File: src/rtl/axi_resp_router.sv
// axi_resp_router
// Response-path half of a 2-master crossbar port. R beats and B responses from
// one slave are each buffered in a 2-entry FIFO. The head of each FIFO is
// steered to master 0 or master 1 by one select bit of its ID. Heads whose ID
// has any bit set above the select bit are dropped and counted.
module axi_resp_router #(
    parameter int IDS_BITS  = 8,
    parameter int ID_BITS   = 4,
    parameter int MSEL_BIT  = 4,
    parameter int DATA_BITS = 32
) (
    input  logic                            AXI_CLK_i,
    input  logic                            AXI_RST_i,
    // slave R channel
    input  logic [IDS_BITS-1:0]             RID_i,
    input  logic [DATA_BITS-1:0]            RDATA_i,
    input  logic [1:0]                      RRESP_i,
    input  logic                            RLAST_i,
    input  logic                            RVALID_i,
    output logic                            RREADY_o,
    // slave B channel
    input  logic [IDS_BITS-1:0]             BID_i,
    input  logic [1:0]                      BRESP_i,
    input  logic                            BVALID_i,
    output logic                            BREADY_o,
    // master 0 / master 1 R packets {id,data,resp,last}
    output logic [ID_BITS+DATA_BITS+2:0]    M0_RPKT_o,
    output logic                            M0_RVALID_o,
    input  logic                            M0_RREADY_i,
    output logic [ID_BITS+DATA_BITS+2:0]    M1_RPKT_o,
    output logic                            M1_RVALID_o,
    input  logic                            M1_RREADY_i,
    // master 0 / master 1 B packets {id,resp}
    output logic [ID_BITS+1:0]              M0_BPKT_o,
    output logic                            M0_BVALID_o,
    input  logic                            M0_BREADY_i,
    output logic [ID_BITS+1:0]              M1_BPKT_o,
    output logic                            M1_BVALID_o,
    input  logic                            M1_BREADY_i,
    // saturating count of dropped bad-ID responses
    output logic [7:0]                      ERR_CNT_o
);

    // Entries keep the full slave-side ID so the head can be decoded on the way out.
    localparam int RENT_BITS = IDS_BITS + DATA_BITS + 3;
    localparam int RPKT_BITS = ID_BITS + DATA_BITS + 3;
    localparam int BENT_BITS = IDS_BITS + 2;
    localparam int BPKT_BITS = ID_BITS + 2;

    // ------------------------------------------------------------------
    // R channel FIFO state and head decode
    // ------------------------------------------------------------------
    logic [RENT_BITS-1:0] r_rMem [2];
    logic                 r_rWrPtr;
    logic                 r_rRdPtr;
    logic [1:0]           r_rCount;

    logic [RENT_BITS-1:0] w_rHead;
    logic [IDS_BITS-1:0]  w_rHeadId;
    logic [RPKT_BITS-1:0] w_rHeadPkt;
    logic                 w_rNotEmpty;
    logic                 w_rHeadBad;
    logic                 w_rHeadSel;
    logic                 w_rPush;
    logic                 w_rPop;
    logic                 w_rBadPop;

    // ------------------------------------------------------------------
    // B channel FIFO state and head decode
    // ------------------------------------------------------------------
    logic [BENT_BITS-1:0] r_bMem [2];
    logic                 r_bWrPtr;
    logic                 r_bRdPtr;
    logic [1:0]           r_bCount;

    logic [BENT_BITS-1:0] w_bHead;
    logic [IDS_BITS-1:0]  w_bHeadId;
    logic [BPKT_BITS-1:0] w_bHeadPkt;
    logic                 w_bNotEmpty;
    logic                 w_bHeadBad;
    logic                 w_bHeadSel;
    logic                 w_bPush;
    logic                 w_bPop;
    logic                 w_bBadPop;

    // ------------------------------------------------------------------
    // Error counter
    // ------------------------------------------------------------------
    logic [7:0]           r_errCnt;
    logic [1:0]           w_errInc;
    logic [8:0]           w_errSum;

    // Ready depends only on the registered occupancy, so master-side ready
    // never reaches the slave-side ready combinationally.
    assign RREADY_o = (r_rCount != 2'd2);
    assign BREADY_o = (r_bCount != 2'd2);

    assign w_rPush = RVALID_i & RREADY_o;
    assign w_bPush = BVALID_i & BREADY_o;

    // Decode the R head: destination from the select bit, bad if any bit above it is set.
    always_comb begin
        w_rNotEmpty = (r_rCount != 2'd0);
        w_rHead     = r_rMem[r_rRdPtr];
        w_rHeadId   = w_rHead[RENT_BITS-1 -: IDS_BITS];
        w_rHeadBad  = ((w_rHeadId >> (MSEL_BIT + 1)) != '0);
        w_rHeadSel  = w_rHeadId[MSEL_BIT];
        w_rHeadPkt  = {w_rHeadId[ID_BITS-1:0], w_rHead[DATA_BITS+2:0]};
        M0_RVALID_o = w_rNotEmpty & ~w_rHeadBad & ~w_rHeadSel;
        M1_RVALID_o = w_rNotEmpty & ~w_rHeadBad &  w_rHeadSel;
        M0_RPKT_o   = M0_RVALID_o ? w_rHeadPkt : '0;
        M1_RPKT_o   = M1_RVALID_o ? w_rHeadPkt : '0;
        w_rBadPop   = w_rNotEmpty & w_rHeadBad;
        w_rPop      = w_rBadPop | (M0_RVALID_o & M0_RREADY_i) | (M1_RVALID_o & M1_RREADY_i);
    end

    // Decode the B head the same way as the R head.
    always_comb begin
        w_bNotEmpty = (r_bCount != 2'd0);
        w_bHead     = r_bMem[r_bRdPtr];
        w_bHeadId   = w_bHead[BENT_BITS-1 -: IDS_BITS];
        w_bHeadBad  = ((w_bHeadId >> (MSEL_BIT + 1)) != '0);
        w_bHeadSel  = w_bHeadId[MSEL_BIT];
        w_bHeadPkt  = {w_bHeadId[ID_BITS-1:0], w_bHead[1:0]};
        M0_BVALID_o = w_bNotEmpty & ~w_bHeadBad & ~w_bHeadSel;
        M1_BVALID_o = w_bNotEmpty & ~w_bHeadBad &  w_bHeadSel;
        M0_BPKT_o   = M0_BVALID_o ? w_bHeadPkt : '0;
        M1_BPKT_o   = M1_BVALID_o ? w_bHeadPkt : '0;
        w_bBadPop   = w_bNotEmpty & w_bHeadBad;
        w_bPop      = w_bBadPop | (M0_BVALID_o & M0_BREADY_i) | (M1_BVALID_o & M1_BREADY_i);
    end

    // R FIFO pointers and occupancy; simultaneous push and pop keep the count.
    always_ff @(posedge AXI_CLK_i or posedge AXI_RST_i) begin
        if (AXI_RST_i) begin
            r_rWrPtr <= 1'b0;
            r_rRdPtr <= 1'b0;
            r_rCount <= 2'd0;
        end else begin
            if (w_rPush) begin
                r_rWrPtr <= ~r_rWrPtr;
            end
            if (w_rPop) begin
                r_rRdPtr <= ~r_rRdPtr;
            end
            case ({w_rPush, w_rPop})
                2'b10:   r_rCount <= r_rCount + 2'd1;
                2'b01:   r_rCount <= r_rCount - 2'd1;
                default: r_rCount <= r_rCount;
            endcase
        end
    end

    // R FIFO storage, cleared on reset so idle packets read back as zero.
    always_ff @(posedge AXI_CLK_i or posedge AXI_RST_i) begin
        if (AXI_RST_i) begin
            for (int i = 0; i < 2; i++) begin
                r_rMem[i] <= '0;
            end
        end else if (w_rPush) begin
            r_rMem[r_rWrPtr] <= {RID_i, RDATA_i, RRESP_i, RLAST_i};
        end
    end

    // B FIFO pointers and occupancy; simultaneous push and pop keep the count.
    always_ff @(posedge AXI_CLK_i or posedge AXI_RST_i) begin
        if (AXI_RST_i) begin
            r_bWrPtr <= 1'b0;
            r_bRdPtr <= 1'b0;
            r_bCount <= 2'd0;
        end else begin
            if (w_bPush) begin
                r_bWrPtr <= ~r_bWrPtr;
            end
            if (w_bPop) begin
                r_bRdPtr <= ~r_bRdPtr;
            end
            case ({w_bPush, w_bPop})
                2'b10:   r_bCount <= r_bCount + 2'd1;
                2'b01:   r_bCount <= r_bCount - 2'd1;
                default: r_bCount <= r_bCount;
            endcase
        end
    end

    // B FIFO storage, cleared on reset so idle packets read back as zero.
    always_ff @(posedge AXI_CLK_i or posedge AXI_RST_i) begin
        if (AXI_RST_i) begin
            for (int i = 0; i < 2; i++) begin
                r_bMem[i] <= '0;
            end
        end else if (w_bPush) begin
            r_bMem[r_bWrPtr] <= {BID_i, BRESP_i};
        end
    end

    // Count of drops this cycle (0..2) added with saturation at 255.
    always_comb begin
        w_errInc = {1'b0, w_rBadPop} + {1'b0, w_bBadPop};
        w_errSum = {1'b0, r_errCnt} + {7'b0, w_errInc};
    end

    // Error counter register; holds at 255 once reached.
    always_ff @(posedge AXI_CLK_i or posedge AXI_RST_i) begin
        if (AXI_RST_i) begin
            r_errCnt <= 8'd0;
        end else if (w_errSum[8]) begin
            r_errCnt <= 8'hFF;
        end else begin
            r_errCnt <= w_errSum[7:0];
        end
    end

    assign ERR_CNT_o = r_errCnt;

endmodule

File: config.mk
export PLATFORM = sky130hd
export DESIGN_NAME = axi_resp_router
export DESIGN_NICKNAME = d
export VERILOG_FILES = /design/src/rtl/axi_resp_router.sv
export SDC_FILE = /design/constraint.sdc
export NUM_CORES = 1
export LEC_CHECK = 0
export CAP_MARGIN = 10
export CELL_PAD_IN_SITES_DETAIL_PLACEMENT = 1
export CELL_PAD_IN_SITES_GLOBAL_PLACEMENT = 2
export CORE_MARGIN = 2
export CORE_UTILIZATION = 28
export DETAILED_ROUTE_END_ITERATION = 10
export HOLD_SLACK_MARGIN = 0.06
export PLACE_DENSITY_LB_ADDON = 0.1
export SLEW_MARGIN = 30
export SYNTH_ARGS = -nofsm -noshare
export SYNTH_HDL_FRONTEND = slang
export SYNTH_SLANG_ARGS = --single-unit
export TNS_END_PERCENT = 30
File: constraint.sdc
create_clock -name AXI_CLK_i -period 4 [get_ports AXI_CLK_i]
set_input_delay 0.6 -clock AXI_CLK_i [delete_from_list [all_inputs] [get_ports AXI_CLK_i]]
set_output_delay 0.6 -clock AXI_CLK_i [all_outputs]
set_load 0.03 [all_outputs]
==> out/qor.txt <==
==================================================================================================
Min-Delay Endpoint                                                                      r_rMem[77]
Instance count of the mapped netlist                                                           472
Worst-path maximum fanout                                                                       40
Number of setup buffers added after CTS                                                          0
Number of DRC violations after detailed-routing iteration 0                                    101
Total Routed Length                                                                      14,880 um
YS warnings                                                                                      0
Number of antenna diodes                                                                         0
Proportion of netlist area held by the largest area contributor                             0.5308
Worst Reg2Reg Path Length in Cells                                                               8
Post-synthesis sequential area ratio                                                        0.5308
DIE HEIGHT                                                                                147.3 um
Worst hold path class                                                                 flip-flop to flip-flop
Dominant cells by area after synthesis                                                sky130_fd_sc_hd__dfrtp_1 (53%), sky130_fd_sc_hd__mux2_1 (21%), sky130_fd_sc_hd__mux2i_1 (8.5%)
Number of endpoints with negative hold slack in the final report                                 0
Number of core rows                                                                             52
Die Area                                                                                21,700 um2
Detail Placement HPWL                                                                    10,320 um
F_max                                                                                   0.2709 GHz
Number of buffers on the longest clock path                                                      2
Number of gates resized after cts                                                                0
Final setup violating endpoints                                                                  0
Maximum Capacitance Violations                                                                   0
Vias in the first global route                                                               4,542
Final Total Pwr                                                                           6.801 mW
Boundary pin count                                                                             165
Transition time of the tightest slew-check pin                                           0.9169 ns
Post-route standard cell area excluding fillers                                           8189 um2
Clock root cell                                                                       sky130_fd_sc_hd__clkbuf_16
Largest vdd supply drop                                                                0.0003462 V
Req. time, crit path                                                                       3.40 ns
Class of the most critical setup path                                                 flip-flop to output port
Arrival time of the worst setup path                                                       3.09 ns
Fin cells                                                                                      912
Core region area                                                                        20,170 um2
Number of H-tree branching levels                                                                4
Normalized max-slew margin                                                                  0.3887
Layout filler cell count                                                                     2,147
Layout cells sized above 1                                                                 0.07009
Mean instance size in the synthesized netlist                                            12.19 um2
Largest net degree at the start of global routing                                               79
Final Max Tran Viols                                                                             0
Final critical path time including I/O delays and setup                                   3.691 ns
Dominant cell type by area after synthesis                                            sky130_fd_sc_hd__dfrtp_1
Syn nets                                                                                       536
Worst reg2reg path startpoint                                                             r_bRdPtr
Post-detailed-route via-to-cell ratio                                                        4.521
Number of port buffers                                                                         164
Hold bufs inserted after CTS                                                                     0
Distinct cells, synth                                                                           33
Final cell utilization of the core                                                          0.4060
Area added between synthesis and finish                                                     42.38%
Minimum hold slack                                                                       0.4799 ns
Vias after detailed routing                                                                  4,123
Cell area after placement                                                                 7600 um2
Number of synthesized register bits                                                            122
Smallest setup slack after layout                                                        0.3092 ns
Worst-Skew Late Latency                                                                    0.41 ns
Result of the run                                                                     complete, no violations
Number of buffers created by CTS                                                                17
Worst-case setup slack after placement                                                   0.6700 ns
Final routed wire length divided by cell count                                            16.32 um
Final RePlAce weighted congestion                                                           0.7428
CP max stage delay                                                                         0.84 ns
Aggregate negative setup slack                                                                0 ns
CP max-delay cell                                                                     sky130_fd_sc_hd__or3b_2
Netlist Area Pre-Place                                                                    5752 um2
Start point of the worst hold path                                                      r_rMem[77]
CTS tree                                                                                       yes
Pwr dens                                                                              830.6 nW/um2
Period utilization                                                                          0.9227
Capturing point of the worst reg2reg path                                             ERR_CNT_o[2]
Startpoint Class                                                                         flip-flop
Remaining global-route overflow                                                                  0
Initial core utilization                                                                    0.2852
Nets                                                                                           695
Post-route DRC violation count                                                                   0
Clock Sinks                                                                                    122
GRT Total Usage                                                                             0.1444
Clock Skew                                                                             0.007445 ns
Initial antenna violation count                                                                  0
Setup slack on the worst flop-to-flop path                                                 1.20 ns
Leak Pwr                                                                                  3.451 nW
Clock transition time at the flip-flop clock pins of the worst setup and hold paths        0.05 ns
Crit path cell chain                                                                  nor3_1 > a21oi_2 > or3b_2 > nor2_1 > clkdlybuf4s50_1
Unrepaired setup endpoints after global routing                                              false
Horiz. Die Dim                                                                            147.3 um
Detailed Routing Iterations Pass 1                                                               4
Antenna viol nets, final                                                                         0
Kind of capture point of the worst setup path                                          output port
Number of placed instances, taps included                                                      882
Hold Crit Depth                                                                                  1
First-pass GRT wire length                                                               24,290 um
==================================================================================================
cells in the final DEF, fill, tap and decap left out, types with 2 or more instances in the layout:
cell | netlist | routed
sky130_fd_sc_hd__a211oi_1 | 2 | 2
sky130_fd_sc_hd__a21oi_1 | 10 | 10
sky130_fd_sc_hd__and3_1 | 2 | 2
sky130_fd_sc_hd__buf_12 | 0 | 2
sky130_fd_sc_hd__buf_4 | 4 | 3
sky130_fd_sc_hd__bufinv_16 | 0 | 2
sky130_fd_sc_hd__clkbuf_1 | 6 | 2
sky130_fd_sc_hd__clkbuf_16 | 0 | 17
sky130_fd_sc_hd__clkbuf_8 | 0 | 5
sky130_fd_sc_hd__clkdlybuf4s50_1 | 0 | 164
sky130_fd_sc_hd__clkinvlp_4 | 0 | 3
sky130_fd_sc_hd__dfrtp_1 | 122 | 121
sky130_fd_sc_hd__ha_1 | 2 | 2
sky130_fd_sc_hd__inv_1 | 5 | 4
sky130_fd_sc_hd__inv_2 | 4 | 4
sky130_fd_sc_hd__mux2_1 | 106 | 106
sky130_fd_sc_hd__mux2i_1 | 49 | 49
sky130_fd_sc_hd__nand2_1 | 8 | 8
sky130_fd_sc_hd__nand2b_1 | 2 | 2
sky130_fd_sc_hd__nand3_1 | 3 | 2
sky130_fd_sc_hd__nor2_1 | 96 | 96
sky130_fd_sc_hd__nor3_1 | 4 | 4
sky130_fd_sc_hd__o21ai_0 | 2 | 2
sky130_fd_sc_hd__o21ai_1 | 4 | 4
sky130_fd_sc_hd__xnor2_1 | 6 | 6
sky130_fd_sc_hd__xor2_1 | 3 | 3
cell type report:
| cell class | instances | area (um2) | area share |
|---|---|---|---|
| tap | 270 | 337.8 | 0.04125 |
| inverter | 9 | 36.28 | 0.004431 |
| multi-input combinational | 312 | 2467 | 0.3013 |
| sequential | 122 | 3054 | 0.3730 |
| clock buffer | 24 | 501.7 | 0.06127 |
| timing repair buffer | 169 | 1704 | 0.2081 |
| clock inverter | 6 | 87.58 | 0.01070 |
worst max-delay path, delay by kind of cell, from the launching register on:
family	cells	cell delay [ns]
AOI/OAI and AO/OA	1	0.14
buffers and inverters	1	0.71
DFF	1	0.38
and+or+nand+nor	3	1.44
state kept, by name (all words and copies together) (netlist names):
| name | flops |
|---|---|
| ERR_CNT_o | 8 |
| r_bCount | 2 |
| r_bMem | 20 |
| r_bRdPtr | 1 |
| r_bWrPtr | 1 |
| r_rCount | 2 |
| r_rMem | 86 |
| r_rRdPtr | 1 |
| r_rWrPtr | 1 |
where the power goes:
part           internal [mW]  switching (mW)
Combinational           1.35            1.64
Sequential              1.89           0.408
Clock                  0.992           0.527
how the worst max path moves through the flow:
| stage | start | to | slack [ns] | cells past startpoint |
|---|---|---|---|---|
| 3_5_place_dp | r_rMem[40] | M0_RPKT_o[20] | 0.67 | 5 |
| 4_1_cts | r_rMem[40] | M0_RPKT_o[20] | 0.21 | 5 |
| 6_report | r_rMem[40] | M0_RPKT_o[20] | 0.31 | 5 |
| 5_1_grt | r_rMem[40] | M1_RPKT_o[29] | 0.06 | 5 |
| 3_3_place_gp | r_rMem[40] | M0_RPKT_o[35] | 0.77 | 5 |
| 2_1_floorplan | AXI_RST_i | ERR_CNT_o[0] | 0.16 | 1 |
metal layers:
layer  track usage  vias up  part of all wire
met4       0.04808        0             0.014
met2        0.2563      105              0.51
met5             0        -                 0
met1        0.1699     2083              0.43
li1              -     1918                 -
met3       0.03727       17             0.045
cell families (layout without fill, tap and decap cells):
group                      count (synthesis)  in the layout  synth area share
xor gates and xnor gates                   9              9           0.01371
AOI/OAI and AO/OA                         20             20           0.01936
muxes                                    155            155            0.2928
and+or+nand+nor                          125            125           0.09419
adders and majority gates                  3              3          0.007831
buffers and inverters                     38            208           0.04133
DFF                                      122            122            0.5308
Yosys cell counts, drive strengths merged:
| master | number |
|---|---|
| ha | 2 |
| xor2 | 3 |
| a21o | 1 |
| buf | 23 |
| and4b | 1 |
| and3 | 2 |
| a21oi | 11 |
| or3 | 2 |
| nor2 | 97 |
| nor2b | 1 |
| xnor2 | 6 |
| mux2i | 49 |
| inv | 9 |
| a211oi | 2 |
| clkbuf | 6 |
| dfrtp | 122 |
| nor4 | 2 |
| or3b | 2 |
| nand2 | 8 |
| nand2b | 2 |
| nand3 | 3 |
| fa | 1 |
| or2 | 1 |
| o21ai | 6 |
| mux2 | 106 |
| nor3 | 4 |
Note: power is estimated with default switching activity, not from simulation.
